## src/rtl/multicycle_control.sv

```systemverilog
// ---------------------------------------------------------------------------
// multicycle_control
//
// Main sequencing FSM for the multicycle RISC-V core. Each instruction is
// stepped through fetch, decode, execute, memory and write-back. The block
// drives the datapath enables and mux selects, produces the 2-bit ALUOp for
// the ALU control decoder, absorbs memory wait states, starts and stops only
// at instruction boundaries and counts retired instructions.
//
// Supported opcodes: R-type, LW, SW, BEQ. Anything else is flagged as
// illegal in DECODE and skipped.
//
// Ports
//   clk            system clock, rising edge
//   rst_n          asynchronous active-low reset
//   run            1 = execute; sampled only in IDLE and at instruction end
//   opcode[6:0]    IR[6:0], valid from DECODE onward
//   mem_ready      memory completes the current access this cycle
//   pc_write       unconditional PC load
//   pc_write_cond  PC load if ALU zero
//   pc_source      0 = ALU result, 1 = ALUOut register
//   iord           memory address: 0 = PC, 1 = ALUOut
//   mem_read       memory read request
//   mem_write      memory write request
//   ir_write       IR load
//   reg_write      register-file write
//   mem_to_reg     write-back source: 0 = ALUOut, 1 = MDR
//   alu_src_a      0 = PC, 1 = rs1
//   alu_src_b[1:0] 00 = rs2, 01 = constant 4, 10 = immediate
//   alu_op[1:0]    00 = add, 01 = sub, 10 = funct-decoded
//   instr_done     one-cycle pulse when an instruction retires
//   illegal        one-cycle pulse on an unsupported opcode
//   state[3:0]     current state code (debug)
//   instr_count    retired instructions, wraps modulo 2^CNT_W
//
// Memory handshake: mem_read / mem_write act as "valid" and stay asserted
// for as long as the FSM sits in FETCH, MEM_RD or MEM_WR. mem_ready is the
// "ready" side; an access completes in exactly the cycle where the request
// and mem_ready are both high, and the FSM leaves the access state on that
// clock edge. The request is never withdrawn before completion and
// mem_ready is ignored in every other state.
// ---------------------------------------------------------------------------
module multicycle_control #(
    parameter int CNT_W = 32
) (
    input  logic             clk,
    input  logic             rst_n,
    input  logic             run,
    input  logic [6:0]       opcode,
    input  logic             mem_ready,
    output logic             pc_write,
    output logic             pc_write_cond,
    output logic             pc_source,
    output logic             iord,
    output logic             mem_read,
    output logic             mem_write,
    output logic             ir_write,
    output logic             reg_write,
    output logic             mem_to_reg,
    output logic             alu_src_a,
    output logic [1:0]       alu_src_b,
    output logic [1:0]       alu_op,
    output logic             instr_done,
    output logic             illegal,
    output logic [3:0]       state,
    output logic [CNT_W-1:0] instr_count
);

    typedef enum logic [3:0] {
        S_IDLE   = 4'd0,
        S_FETCH  = 4'd1,
        S_DECODE = 4'd2,
        S_EXEC_R = 4'd3,
        S_ADDR   = 4'd4,
        S_MEM_RD = 4'd5,
        S_MEM_WR = 4'd6,
        S_WB_R   = 4'd7,
        S_WB_MEM = 4'd8,
        S_BRANCH = 4'd9
    } state_t;

    localparam logic [6:0] OP_R   = 7'b0110011;
    localparam logic [6:0] OP_LW  = 7'b0000011;
    localparam logic [6:0] OP_SW  = 7'b0100011;
    localparam logic [6:0] OP_BEQ = 7'b1100011;

    localparam logic [1:0] SRC_B_RS2  = 2'b00;
    localparam logic [1:0] SRC_B_FOUR = 2'b01;
    localparam logic [1:0] SRC_B_IMM  = 2'b10;

    localparam logic [1:0] ALU_ADD   = 2'b00;
    localparam logic [1:0] ALU_SUB   = 2'b01;
    localparam logic [1:0] ALU_FUNCT = 2'b10;

    state_t cur_state;
    state_t next_state;
    logic   retire;
    logic   opcode_ok;

    assign state = cur_state;

    // Recognised opcode check, used to raise the illegal pulse in DECODE.
    always_comb begin
        opcode_ok = 1'b0;
        case (opcode)
            OP_R, OP_LW, OP_SW, OP_BEQ: opcode_ok = 1'b1;
            default:                    opcode_ok = 1'b0;
        endcase
    end

    // An instruction retires in its last cycle. MEM_WR is the only retire
    // state that can stall, so it retires only once the write is accepted.
    always_comb begin
        retire = 1'b0;
        case (cur_state)
            S_WB_R, S_WB_MEM, S_BRANCH: retire = 1'b1;
            S_MEM_WR:                   retire = mem_ready;
            default:                    retire = 1'b0;
        endcase
    end

    // Next-state logic. run is consulted only in IDLE and at instruction
    // end (retire or illegal opcode), so dropping it mid-instruction lets
    // the current instruction finish.
    always_comb begin
        next_state = S_IDLE;
        case (cur_state)
            S_IDLE:   next_state = run ? S_FETCH : S_IDLE;
            S_FETCH:  next_state = mem_ready ? S_DECODE : S_FETCH;
            S_DECODE: begin
                case (opcode)
                    OP_R:         next_state = S_EXEC_R;
                    OP_LW, OP_SW: next_state = S_ADDR;
                    OP_BEQ:       next_state = S_BRANCH;
                    default:      next_state = run ? S_FETCH : S_IDLE;
                endcase
            end
            S_EXEC_R: next_state = S_WB_R;
            S_ADDR:   next_state = (opcode == OP_SW) ? S_MEM_WR : S_MEM_RD;
            S_MEM_RD: next_state = mem_ready ? S_WB_MEM : S_MEM_RD;
            S_MEM_WR: begin
                if (mem_ready) begin
                    next_state = run ? S_FETCH : S_IDLE;
                end else begin
                    next_state = S_MEM_WR;
                end
            end
            S_WB_R, S_WB_MEM, S_BRANCH: next_state = run ? S_FETCH : S_IDLE;
            // Codes 10-15 are not reachable; recover to IDLE if one appears.
            default:  next_state = S_IDLE;
        endcase
    end

    // State register and retired-instruction counter. The counter wraps
    // naturally from all-ones to zero.
    always_ff @(posedge clk or negedge rst_n) begin
        if (!rst_n) begin
            cur_state   <= S_IDLE;
            instr_count <= '0;
        end else begin
            cur_state <= next_state;
            if (retire) begin
                instr_count <= instr_count + CNT_W'(1);
            end
        end
    end

    // Output decode. Everything is a function of the current state except
    // the FETCH IR/PC loads, which wait for the instruction word to arrive,
    // and the MEM_WR retire pulse. Because all outputs derive from the
    // state register, asserting rst_n drives them all to 0 immediately.
    always_comb begin
        pc_write      = 1'b0;
        pc_write_cond = 1'b0;
        pc_source     = 1'b0;
        iord          = 1'b0;
        mem_read      = 1'b0;
        mem_write     = 1'b0;
        ir_write      = 1'b0;
        reg_write     = 1'b0;
        mem_to_reg    = 1'b0;
        alu_src_a     = 1'b0;
        alu_src_b     = SRC_B_RS2;
        alu_op        = ALU_ADD;
        illegal       = 1'b0;
        instr_done    = retire;

        case (cur_state)
            S_FETCH: begin
                // PC + 4 is computed in the same cycle as the fetch.
                mem_read  = 1'b1;
                iord      = 1'b0;
                alu_src_a = 1'b0;
                alu_src_b = SRC_B_FOUR;
                alu_op    = ALU_ADD;
                pc_source = 1'b0;
                ir_write  = mem_ready;
                pc_write  = mem_ready;
            end
            S_DECODE: begin
                // Speculative branch target PC + imm into ALUOut.
                alu_src_a = 1'b0;
                alu_src_b = SRC_B_IMM;
                alu_op    = ALU_ADD;
                illegal   = !opcode_ok;
            end
            S_EXEC_R: begin
                alu_src_a = 1'b1;
                alu_src_b = SRC_B_RS2;
                alu_op    = ALU_FUNCT;
            end
            S_ADDR: begin
                alu_src_a = 1'b1;
                alu_src_b = SRC_B_IMM;
                alu_op    = ALU_ADD;
            end
            S_MEM_RD: begin
                mem_read = 1'b1;
                iord     = 1'b1;
            end
            S_MEM_WR: begin
                mem_write = 1'b1;
                iord      = 1'b1;
            end
            S_WB_R: begin
                reg_write  = 1'b1;
                mem_to_reg = 1'b0;
            end
            S_WB_MEM: begin
                reg_write  = 1'b1;
                mem_to_reg = 1'b1;
            end
            S_BRANCH: begin
                // rs1 - rs2 sets zero; the PC takes ALUOut only if equal.
                alu_src_a     = 1'b1;
                alu_src_b     = SRC_B_RS2;
                alu_op        = ALU_SUB;
                pc_write_cond = 1'b1;
                pc_source     = 1'b1;
            end
            default: begin
                // IDLE and unreachable codes: everything stays 0.
            end
        endcase
    end

endmodule

```

## config.mk

```make
export PLATFORM = sky130hd
export DESIGN_NAME = multicycle_control
export DESIGN_NICKNAME = d
export VERILOG_FILES = /design/src/rtl/multicycle_control.sv
export SDC_FILE = /design/constraint.sdc
export NUM_CORES = 1
export LEC_CHECK = 0
export CELL_PAD_IN_SITES_DETAIL_PLACEMENT = 1
export CELL_PAD_IN_SITES_GLOBAL_PLACEMENT = 1
export CORE_AREA = 4 4 78 80
export DETAILED_ROUTE_END_ITERATION = 7
export DIE_AREA = 0 0 82 84
export PLACE_DENSITY = 0.78
export SYNTH_ARGS = -nofsm -noshare
export SYNTH_HDL_FRONTEND = slang
export SYNTH_SLANG_ARGS = --single-unit
```

## constraint.sdc

```tcl
create_clock -name clk -period 3.8 [get_ports clk]
set_input_delay 1.14 -clock clk [delete_from_list [all_inputs] [get_ports clk]]
set_output_delay 1.14 -clock clk [all_outputs]
set_load 0.005 [all_outputs]
```

==> results of run 1 <==
synthesized netlist by cell type, types with 2 or more instances:
| master | instances |
|---|---|
| inv_1 | 7 |
| clkbuf_1 | 2 |
| nand2b_1 | 3 |
| o21ai_0 | 3 |
| nand2_1 | 13 |
| dfrtp_1 | 36 |
| buf_6 | 2 |
| nor2_1 | 6 |
| a211oi_1 | 2 |
| buf_2 | 2 |
| and4_1 | 4 |
| xnor2_1 | 25 |
| nor4_1 | 3 |
| buf_4 | 4 |
| nand3_1 | 14 |
| nand4_1 | 7 |
| nand4_2 | 2 |
| mux2i_1 | 2 |
| nor3_1 | 11 |
| and3_1 | 5 |
| xor2_1 | 6 |
through the flow:
stage	cells	setup slack (ps)	hold WS [ps]	util, %	instance area [µm²]
after floorplan	184	993	468	-	1930
after global placement	314	54.0	482	48.3	2610
after detailed placement	314	33.8	477	48.3	2610
after CTS	322	25.3	488	50.3	2720
after global routing	322	105	522	50.4	2720
final	322	210	490	50.4	2720
layer usage:
layer	wire length (µm)	up-vias	part of all wire, %	GRT usage [%]
met2	2240	50	46	23.9
met3	271	6	5.6	4.10
met4	51	0	1.1	4.23
met1	2260	800	47	20.6
li1	-	784	-	-
met5	0	-	0	0
kinds of logic (layout without fill, tap and decap cells):
group           count (synthesis)  count (layout)  share of synthesized area (%)
simple gates                   80              80                           25.0
flops                          36              36                           46.8
xor+xnor                       31              31                           14.1
buf+inv                        17              83                           5.00
compound gates                 15              15                           6.36
mux                             3               3                           1.62
fa+ha+maj                       2               2                           1.17
flip-flops by register name, summed over array words and instances, names as in the netlist:
| register | flops |
|---|---|
| instr_count | 32 |
| state | 4 |
power by group:
group	switching (mW)	internal [mW]	total [mW]
Clock	0.136	0.195	0.331
Sequential	0.0854	0.419	0.505
Combinational	0.175	0.247	0.422
layout make-up:
type | instances | share of cell area [%]
clock inverter | 2 | 1.29
inverter | 7 | 0.965
multi-input combinational | 131 | 34.1
sequential | 36 | 33.1
timing repair buffer | 68 | 24.5
tap | 72 | 3.31
clock buffer | 6 | 2.67
critical path, cell delays in order:
cell and delay (ps):
clkdlybuf4s50_1 500, o21ai_2 90, o22ai_1 190, clkdlybuf4s50_1 540
timing repair:
action | CTS | global route
endpoints found under the setup margin | 0 | 1
setup buffers | 0 | 0
hold buffers | 0 | 0
gates resized for setup | 0 | 1
hold endpoints to repair | 0 | 0
worst max-delay path by stage:
stage,from,depth (start not counted),to
after floorplan,opcode[5],3,illegal
after global placement,opcode[5],5,illegal
after detailed placement,opcode[5],5,illegal
after CTS,opcode[5],5,illegal
after global routing,mem_ready,4,instr_done
final,mem_ready,4,instr_done
==> impl_metrics.py, run 1 <==
metrics = {
    "clocking": {
        "cts_tree": "done",
        "h-tree-depth": 2,
        "clkSlewWorstSetupHoldPaths_ps": 80,
        "clock_latency_ps": 290,
        "clock-sinks": 36,
        "cts_buffers": 5,
        "root_buffer": "clkbuf_8",
        "cts_buffer_depth": 2,
    },
    "placed_design": {
        "place.gp.congestion": 0.768,
        "hpwlAfterDp_mm": 3.69,
        "port-buffer-count": 62,
    },
    "sta": {
        "rsz0062_at_grt": "no",
        "timing.fmax_mhz": 279,
        "fin_crit_ps": 3590,
        "skew_ps": 6.15,
        "fin_crit_sh_pct": 94.5,
        "hold_violations": 0,
        "slew_viol_final": 0,
        "worst_slew_pin_slew_ps": 466,
        "setup_viol": 0,
        "max-slew-margin-rel_pct": 68.9,
        "tns_ps": 0,
    },
    "critical_path": {
        "reg2reg_depth": 6,
        "r2r-end": "instr_count[19]",
        "worst_ep_arrival_time_ps": 2450,
        "setup.reg_to_reg.worst_slack_ps": 1720,
        "crit_path_end_kind": "primary output",
        "crit_type": "in2out",
        "r2r-start": "state[3]",
        "required_ps": 2660,
        "worst_setup_path_start_kind": "input port",
        "worstPathMaxFanout": 3,
    },
    "route": {
        "drtIter0Drc": 52,
        "wirelength_mm": 4.83,
        "final_antenna_net_count": 0,
        "viasPerCell": 5.09,
        "avgRoutedWirePerCell_um": 15.0,
        "dr.pass1.iters": 4,
        "dr_total_vias": 1640,
        "detail_route.drc_violations": 0,
    },
    "final_layout": {
        "areaGrowthSynthToFinish_pct": 41.3,
        "final_cell_mix": "61 x clkdlybuf4s50_1, 36 x dfrtp_1, 25 x xnor2_1",
        "diodes": 0,
        "drive_gt1_share_pct": 8.40,
        "fillCellCount": 611,
        "multi_input_area_um2": 930,
        "nets": 261,
        "regArea_um2": 901,
        "final_common_cell": "clkdlybuf4s50_1",
    },
    "synth": {
        "synth_area_um2": 1930,
        "syn_inst": 184,
        "yosys_most_used_dff": "dfrtp_1",
        "synth-seq-cells": 36,
        "yosysWarnings": 0,
        "synth_cell_types": 46,
        "seq_area_frac_synth_pct": 46.8,
        "ys_async_sr_fraction_pct": 100,
        "post_synth.cell_area_avg_um2": 10.5,
        "synth_edf_count": 0,
        "synth_top_area_share_pct": 46.8,
        "synth_area_leaders": "dfrtp_1 47%, xnor2_1 11%, nand3_1 3.6%",
        "synth_nets": 196,
        "yosys.area.top_type": "dfrtp_1",
    },
    "global_route": {
        "grt_pass1_vias": 1716,
        "antenna_found_initial": 0,
        "grt_usage_pct": 15.3,
        "grt.overflow.total": 0,
        "grt_max_degree": 37,
        "grt_pass1_wl_mm": 8.38,
    },
    "floorplan": {
        "pin_count": 63,
        "fp.dieH_um": 84,
        "fp.dieW_um": 82,
        "row_count": 27,
        "core_area_um2": 5410,
        "dieArea_um2": 6890,
        "initial_core_util_pct": 35.6,
    },
    "flow_run": {
        "cap_violations": 0,
    },
    "min_path": {
        "hold_end": "instr_count[31]",
        "min_from": "instr_count[31]",
        "hold_class": "reg2reg",
        "min_path_cells": 1,
    },
    "power": {
        "p_total_mw": 1.26,
        "leakage_nw": 1.12,
        "powerDensity_nw_per_um2": 462,
        "vdd_drop_max_mv": 0.269,
    },
    "outcome": {
        "status": "completed",
    },
}
(Power assumes the default switching activity.)
==> inputs of run 2 (changes only) <==
--- a/config.mk
+++ b/config.mk
@@ -7,10 +7,11 @@
 export LEC_CHECK = 0
 export CELL_PAD_IN_SITES_DETAIL_PLACEMENT = 1
 export CELL_PAD_IN_SITES_GLOBAL_PLACEMENT = 1
-export CORE_AREA = 4 4 78 80
+export CORE_AREA = 4 4 80 82
 export DETAILED_ROUTE_END_ITERATION = 7
-export DIE_AREA = 0 0 82 84
-export PLACE_DENSITY = 0.78
+export DIE_AREA = 0 0 84 86
+export MAX_ROUTING_LAYER = met4
+export PLACE_DENSITY = 0.74
 export SYNTH_ARGS = -nofsm -noshare
 export SYNTH_HDL_FRONTEND = slang
 export SYNTH_SLANG_ARGS = --single-unit
==> constraint.sdc (replaced) <==
create_clock -name clk -period 4 [get_ports clk]
set_input_delay 1.2 -clock clk [delete_from_list [all_inputs] [get_ports clk]]
set_output_delay 1.2 -clock clk [all_outputs]
set_load 0.005 [all_outputs]
==> impl_metrics.py, run 2 (synthesis gave the netlist of run 1 again) <==
metrics = {
    "clocking": {
        "cts_tree": "done",
        "root_buffer": "clkbuf_8",
        "clock-sinks": 36,
        "clock_latency_ps": 280,
        "cts_setup_buffers": 0,
        "hold_buffers": 0,
        "cts_buffers": 5,
        "h-tree-depth": 2,
        "cts_buffer_depth": 2,
        "cts_resized": 0,
        "clkSlewWorstSetupHoldPaths_ps": 70,
    },
    "global_route": {
        "grt-busiest-layer": "met2",
        "grt_pass1_wl_mm": 8.38,
        "grt_use_met1_pct": 18.2,
        "antenna_found_initial": 0,
        "grt_max_degree": 37,
        "grt.met3_usage_pct": 3.46,
        "grt_pass1_vias": 1692,
        "grt_usage_pct": 14.7,
        "grt.overflow.total": 0,
        "use_met2_pct": 24.2,
    },
    "route": {
        "final_antenna_net_count": 0,
        "viasPerCell": 5.02,
        "avgRoutedWirePerCell_um": 15.3,
        "detail_route.drc_violations": 0,
        "drtIter0Drc": 50,
        "dr_total_vias": 1615,
        "wirelength_mm": 4.94,
        "dr.pass1.iters": 4,
    },
    "sta": {
        "worst_slew_pin_slew_ps": 453,
        "rsz0062_at_grt": "no",
        "max-slew-margin-rel_pct": 69.8,
        "timing.fmax_mhz": 258,
        "fin_crit_sh_pct": 97.0,
        "tns_ps": 0,
        "skew_ps": 8.41,
        "hold_violations": 0,
        "fin_crit_ps": 3880,
        "slew_viol_final": 0,
        "setup_viol": 0,
    },
    "outcome": {
        "status": "completed",
    },
    "final_layout": {
        "drive_gt1_share_pct": 7.29,
        "diodes": 0,
        "top_register": "instr_count",
        "final_cell_mix": "62 x clkdlybuf4s50_1, 36 x dfrtp_1, 25 x xnor2_1",
        "final_cell_area_um2": 2680,
        "fillCellCount": 675,
        "largest_reg_flops": 32,
        "areaGrowthSynthToFinish_pct": 39.0,
        "final_common_cell": "clkdlybuf4s50_1",
        "regArea_um2": 901,
        "nets": 259,
        "postLayoutCoreUtil_pct": 46.6,
        "multi_input_area_um2": 930,
    },
    "critical_path": {
        "path_cells": "clkdlybuf4s50_1 > inv_1 > maj3_1 > o21a_1 > clkdlybuf4s50_1",
        "worstPathMaxFanout": 3,
        "crit_slowest_cell": "clkdlybuf4s50_1",
        "critPathBufInv": 3,
        "required_ps": 2800,
        "crit_path_end_kind": "primary output",
        "path_delay_family": "buffers and inverters",
        "worst_ep_arrival_time_ps": 2680,
        "cpPeakStageDelay_ps": 480,
        "crit_top_cell": "clkdlybuf4s50_1",
        "worst_setup_path_start_kind": "input port",
        "crit_type": "in2out",
    },
    "floorplan": {
        "row_count": 28,
        "fp.dieW_um": 84,
        "core_area_um2": 5750,
        "initial_core_util_pct": 33.5,
        "fp.dieH_um": 86,
        "pin_count": 63,
        "dieArea_um2": 7220,
    },
    "power": {
        "leakage_nw": 1.08,
        "vdd_drop_max_mv": 0.221,
        "powerDensity_nw_per_um2": 419,
    },
    "placed_design": {
        "place.gp.congestion": 0.764,
        "placed_cell_area_um2": 2600,
        "hpwlAfterDp_mm": 3.73,
        "port-buffer-count": 62,
    },
    "flow_run": {
        "cap_violations": 0,
    },
    "min_path": {
        "hold_class": "reg2reg",
    },
}
run 2: cell count changes in the layout (fill, tap and decap cells not counted):
cell,before,now
clkdlybuf4s50_1,61,62
dlymetal6s2s_1,1,0
bufinv_16,1,0
buf_4,6,4
run 2: metrics by stage:
step           hold slack (ps)  instances  setup slack, ps  power (mW)
2_1_floorplan              468        184             1070       0.675
3_3_place_gp               465        315              138       0.889
3_5_place_dp               468        315              118       0.891
4_1_cts                    481        322              109        1.14
5_1_grt                    486        322             55.3        1.20
6_report                   474        322              122        1.12
run 2: routing by layer:
layer  routed length [µm]  vias to the layer above
li1                     -                      773
met1                 2230                      786
met2                 2430                       50
met3                  238                        6
met4                   48                        0
met5                    0                        -
run 2: path summary, 6_finish.rpt:
kind                       slack [ps]              end  cells past startpoint            start
max in group asynchronous        2340  instr_count[16]                      2            rst_n
min                               470  instr_count[31]                      1  instr_count[31]
min in group asynchronous        1330  instr_count[10]                      2            rst_n
min reg2reg                       470  instr_count[31]                      1  instr_count[31]
max reg2reg                      1880  instr_count[15]                      6         state[3]
max                               120          illegal                      5        opcode[5]
run 2: power breakdown:
part	switching, mW	internal [mW]	total, mW
Combinational	0.167	0.235	0.402
Sequential	0.0796	0.398	0.478
Clock	0.123	0.118	0.242
run 2: final cells by class:
| type | instances | share of cell area [%] |
|---|---|---|
| clock buffers | 6 | 2.71 |
| flip-flops and latches | 36 | 33.6 |
| well taps | 75 | 3.50 |
| repair buffers | 66 | 24.3 |
| multi-input cells | 131 | 34.7 |
| inverters | 7 | 0.981 |
| clock inverters | 1 | 0.187 |
